===== config.mk =====
export PLATFORM = sky130hd
export DESIGN_NAME = rocc_cmd_responder
export DESIGN_NICKNAME = d
export VERILOG_FILES = /design/src/rtl/rocc_cmd_responder.sv
export SDC_FILE = /design/constraint.sdc
export NUM_CORES = 1
export LEC_CHECK = 0
export BUFFER_PORTS_ARGS = -buffer_cell sky130_fd_sc_hd__clkbuf_2
export CAP_MARGIN = 20
export CORE_MARGIN = 5
export CORE_UTILIZATION = 43
export CTS_BUF_LIST = sky130_fd_sc_hd__clkbuf_16
export DETAILED_ROUTE_END_ITERATION = 6
export HOLD_SLACK_MARGIN = 0.08
export MAX_ROUTING_LAYER = met4
export PLACE_DENSITY = 0.83
export SYNTH_ARGS = -nofsm -noshare
export SYNTH_HDL_FRONTEND = slang
export SYNTH_SLANG_ARGS = --single-unit

===== constraint.sdc =====
create_clock -name clk -period 4.6 [get_ports clk]
set_input_delay 0.92 -clock clk [delete_from_list [all_inputs] [get_ports clk]]
set_output_delay 0.92 -clock clk [all_outputs]
set_load 0.02 [all_outputs]

===== src/rtl/rocc_cmd_responder.sv =====
// RoCC command front-end: decodes custom-0 instructions into matrix-engine configuration,
// launches the systolic engine and returns completion. Optional watchdog via ROCC_TIMEOUT_EN.
module rocc_cmd_responder #(
    parameter int DIM_W = 10,
    parameter int TMO_W = 16
) (
    input  logic             clk,
    input  logic             rst,
    input  logic             cmd_valid,
    input  logic [31:0]      cmd_instr,
    input  logic [31:0]      cmd_rs1,
    input  logic [31:0]      cmd_rs2,
    output logic             cmd_done,
    output logic [31:0]      cfg_a_addr,
    output logic [31:0]      cfg_b_addr,
    output logic [31:0]      cfg_c_addr,
    output logic [DIM_W-1:0] cfg_m,
    output logic [DIM_W-1:0] cfg_n,
    output logic [DIM_W-1:0] cfg_k,
    output logic             engine_start,
    input  logic             engine_done,
    output logic             busy,
    output logic [2:0]       err
);

    typedef enum logic [2:0] {IDLE, RESP, START, WAIT, DONE} state_t;

    state_t     state, state_nx;
    logic [6:0] funct7;
    logic       is_custom, accept, dims_ok, legal, timeout;
    logic       op_setab, op_setcd, op_compute, op_clrerr;
    logic       unused_bits;

    assign funct7     = cmd_instr[31:25];
    assign is_custom  = (cmd_instr[6:0] == 7'b0001011);
    assign accept     = (state == IDLE) && cmd_valid;
    assign op_setab   = is_custom && (funct7 == 7'h00);
    assign op_setcd   = is_custom && (funct7 == 7'h01);
    assign op_compute = is_custom && (funct7 == 7'h02);
    assign op_clrerr  = is_custom && (funct7 == 7'h03);
    assign dims_ok    = (cfg_m != '0) && (cfg_n != '0) && (cfg_k != '0);
    assign legal      = op_setab || op_setcd || op_clrerr || (op_compute && dims_ok);
    assign busy       = (state != IDLE);

`ifdef ROCC_TIMEOUT_EN
    logic [TMO_W-1:0] wdog_cnt;

    // Watchdog restarts while the engine is being launched and runs only in WAIT
    always_ff @(posedge clk or posedge rst) begin
        if (rst) begin
            wdog_cnt <= '0;
        end else if (state == START) begin
            wdog_cnt <= '0;
        end else if (state == WAIT) begin
            wdog_cnt <= wdog_cnt + 1'b1;
        end
    end

    assign timeout     = (state == WAIT) && !engine_done && (wdog_cnt == '1);
    assign unused_bits = ^{cmd_instr[24:7], cmd_rs2};
`else
    assign timeout     = 1'b0;
    assign unused_bits = ^{cmd_instr[24:7], cmd_rs2, TMO_W[0]};
`endif

    always_ff @(posedge clk or posedge rst) begin
        if (rst) begin
            state <= IDLE;
        end else begin
            state <= state_nx;
        end
    end

    always_comb begin
        state_nx     = state;
        cmd_done     = 1'b0;
        engine_start = 1'b0;
        case (state)
            IDLE: begin
                if (cmd_valid) begin
                    state_nx = (op_compute && dims_ok) ? START : RESP;
                end
            end
            RESP: begin
                cmd_done = 1'b1;
                state_nx = IDLE;
            end
            START: begin
                engine_start = 1'b1;
                state_nx     = WAIT;
            end
            WAIT: begin
                if (engine_done || timeout) begin
                    state_nx = DONE;
                end
            end
            DONE: begin
                cmd_done = 1'b1;
                state_nx = IDLE;
            end
            default: state_nx = IDLE;
        endcase
    end

    // Configuration only changes on an accepted command, so it is frozen while busy
    always_ff @(posedge clk or posedge rst) begin
        if (rst) begin
            cfg_a_addr <= '0;
            cfg_b_addr <= '0;
            cfg_c_addr <= '0;
            cfg_m      <= '0;
            cfg_n      <= '0;
            cfg_k      <= '0;
        end else if (accept) begin
            if (op_setab) begin
                cfg_a_addr <= cmd_rs1;
                cfg_b_addr <= cmd_rs2;
            end
            if (op_setcd) begin
                cfg_c_addr <= cmd_rs1;
                cfg_m      <= cmd_rs2[DIM_W-1:0];
                cfg_n      <= cmd_rs2[2*DIM_W-1:DIM_W];
                cfg_k      <= cmd_rs2[3*DIM_W-1:2*DIM_W];
            end
        end
    end

    // Sticky error flags; an accepted CLRERR wins over anything raised in the same cycle
    always_ff @(posedge clk or posedge rst) begin
        if (rst) begin
            err <= '0;
        end else if (accept && op_clrerr) begin
            err <= '0;
        end else begin
            err <= err | {timeout, cmd_valid && (state != IDLE), accept && !legal};
        end
    end

endmodule


==> summary.txt <==
Critical path
  – CP required: between 4 and 5 ns
  – Critical Path Source Type: primary input
  – Critical-path maximum fanout: 34
  – R2R setup slack: 1.98 ns
  – R2R cell count: 4
  – CP peak stage delay: ~0.73 ns
  – R2r endpoint: cfg_b_addr[4]$_DFFE_PP0P_
  – CP top delay family: simple AND/OR/NAND/NOR gates
  – R2r startpoint: state[2]$_DFFE_PP0P_
  – Critical Setup Path Class: in -> reg
  – Worst path cell trace: clkbuf_2 -> or4_4 -> nor2_4 -> and4b_4 -> buf_12 -> mux2_4
  – CP max-delay cell: and4b_4
  – Worst path arrival time: 3.18 ns
  – Crit path buf inv count: 2
  – CP Capture Type: flip-flop

Synthesis
  – Avg Cell Area, Syn: 17.1 um2
  – Post-Syn Area: 5480 um2
  – Post-synth cell types: 34
  – Dominant cells by area after synthesis: dfrtp_1, mux2_4, mux2_2
  – #FFs+latches synth: about 130
  – Share of synthesized registers carrying an async set or reset: 100%
  – Warnings from Yosys: 0
  – Post-synth top area cell: dfrtp_1
  – Syn_nets: approximately 420
  – Top cell type's share of synthesized area: 59.9%
  – Part of the Yosys area used for sequential elements: 59.9%
  – EDFF count, synth: 0
  – Gate Count Post-Synth: 321
  – Dominant synthesized flop cell: dfrtp_1

Die
  – Core ar.: between 10000 and 15000 um2
  – Die area: 15100 um2
  – Placement row count: 41
  – Die height: 123 um
  – Initial cell density of the core: 43.6%
  – Die X: 123 um
  – Ports: ~230

Power and ir drop
  – Power per cell area: 339 nW/um2
  – Flop pwr share: 48.1%
  – Clock network fraction of design power: 48.4%
  – Cell internal pwr: 1.91 mW
  – P_sw: 499 uW
  – Leak Pwr: 3.95 nW
  – Switch share: 20.8%
  – Comb power frac: 3.5%
  – Worst VDD drop: about 0.23 mV

Layout
  – Total Nets Final: 640
  – Layout fillers: 1020
  – Final core occ: 56.5%
  – Inserted Diodes: 0
  – Fraction of final layout cells sized beyond drive strength 1: approximately two thirds
  – Area grow syn2layout: 29.7%

Clock network
  – Clk sinks: 131
  – Post-CTS Resized: 0
  – CTS tree: yes
  – CTS root buf: clkbuf_16
  – Post-CTS setup buffers: 0
  – Total CTS buffers: 17
  – H-tree depth: 4
  – Worst skew pair latency: 0.40 ns
  – Clk pin slew, worst setup/hold paths: 0.05 ns
  – Maximum root-to-sink buffer count: 2
  – # hold bufs at CTS: 0

Worst hold path
  – Hold Startpoint: cfg_c_addr[0]$_DFFE_PP0P_
  – Min-Delay Path Class: reg -> reg
  – Hold EP: cfg_c_addr[0]$_DFFE_PP0P_
  – Hold depth: 1

STA
  – Worst Skew: 0.00578 ns
  – Slew Viols, Final: 0
  – Fin. Hold Viols: 0
  – Fmax: 345 MHz
  – Worst slew pin tran: 0.824 ns
  – Setup Viol. Count Final: 0
  – Setup TNS: 0 ns
  – RSZ-0062 raised after global routing: false
  – Slew HR: 45.1%
  – Hold Slack: 0.502 ns
  – Fin crit share: between 60% and 70%
  – Tmin final: 2.90 ns

Outcome
  – Status: completed

Placement
  – Gpl congestion: 0.798
  – DP HPWL: 9140 um
  – Port buffer count: ~210

GRT
  – Largest net degree at the start of global routing: 67
  – First-pass GRT wire length: 20100 um
  – Gr usage total: 17.9%
  – Vias in the first global route: 3956
  – GRT Residual Overflow: 0
  – Initial antenna violation count: 0

Route
  – Vias post-DR: 3505
  – DRT Wirelength: 12400 um
  – Post-DR wirelength/cell: 17.2 um
  – Via/cell ratio: 4.85
  – Final ANT Viol Nets: 0
  – Pre-Repair DR Iteration Count: 6
  – Starting DRT DRC Count: 175
  – Drt drc: 0

Job
  – Number of max-cap violations: 0
[flip-flops by register name, indices dropped and copies added, names as in the netlist]
register,flops
cfg_c_addr,32
cfg_n,10
cfg_b_addr,32
err,2
cfg_a_addr,32
cfg_k,10
cfg_m,10
state,3
[synth_stat cells, types with 2 or more instances]
cell type  count
dfrtp_1      131
mux2_2        66
mux2_4        60
buf_6          7
nor2_1         7
nor4_1         7
buf_12         6
nand3_1        4
and4b_1        2
nand2_1        2
nand4_1        2
nand4b_1       2
nor3_1         2
o21ai_0        2
or4_4          2
[layout make-up]
class,count,area [um2],share of cell area (%)
multi-input cells,174,1990,28.0
clock buffers,17,425,5.99
flip-flops and latches,131,3280,46.1
well taps,172,215,3.03
clock inverters,13,83.8,1.18
repair buffers,215,1110,15.6
inverters,1,6.26,0.0881
[placed cells by master (no fill, tap or decap), types with 2 or more instances in the layout]
cell,count
buf_12,2
nand4b_1,2
nand2_1,2
clkbuf_16,17
nor2_1,7
clkinv_1,2
nor3_1,2
dfrtp_1,131
mux2_4,60
o21ai_0,2
clkbuf_2,212
or4_4,2
clkinv_2,3
nand3_1,4
nor4_1,7
mux2_2,66
nand4_1,2
inv_1,6
[per-stage QoR]
step	area [um2]	std cells	setup slack [ns]	total power, mW
floorplan	5480	321	0.182	1.21
global placement	6600	693	1.32	1.26
detailed placement	6600	693	1.27	1.26
CTS	7100	723	1.71	2.45
global route	7100	723	1.67	2.51
finish	7100	723	1.70	2.41
[worst max path at each step]
stage / from / to / slack (ns) / depth (start not counted)
detailed placement: cmd_instr[28] / cfg_a_addr[16]$_DFFE_PP0P_ / 1.27 / 6
global placement: cmd_instr[28] / cfg_a_addr[20]$_DFFE_PP0P_ / 1.32 / 6
finish: cmd_instr[28] / cfg_b_addr[4]$_DFFE_PP0P_ / 1.70 / 6
CTS: cmd_instr[28] / cfg_b_addr[0]$_DFFE_PP0P_ / 1.71 / 6
global route: cmd_instr[28] / cfg_b_addr[5]$_DFFE_PP0P_ / 1.67 / 6
floorplan: rst / cfg_a_addr[0]$_DFFE_PP0P_ / 0.18 / 1
[cells by family (layout without fill, tap and decap cells)]
group | Yosys count | count (layout) | synth area share (%)
multiplexers | 126 | 126 | 30.0
XOR/XNOR | 1 | 1 | 0.160
flip-flops | 131 | 131 | 59.9
buffers and inverters | 16 | 246 | 3.93
other | 1 | 1 | 0.0685
AND/OR/NAND/NOR | 40 | 40 | 5.19
AO/OA/AOI/OAI | 6 | 6 | 0.777
[power groups by stage]
| stage | logic [mW] | registers [mW] | clock network, mW |
|---|---|---|---|
| 2_1_floorplan | 0.0301 | 1.18 | 0 |
| 6_report | 0.0848 | 1.16 | 1.16 |
| 5_1_grt | 0.0966 | 1.16 | 1.26 |
| 3_3_place_gp | 0.0827 | 1.18 | 0 |
| 3_5_place_dp | 0.0869 | 1.18 | 0 |
| 4_1_cts | 0.0872 | 1.16 | 1.20 |
[routing by layer]
metal  global-route usage (%)  vias to the layer above  wire length (um)
met4                     6.72                        0               217
met2                     27.8                      131              6220
li1                         -                     1593                 -
met1                     22.2                     1761              5170
met5                        -                        -                 0
met3                     5.44                       20               798
Power figures use the tool's default switching activity.
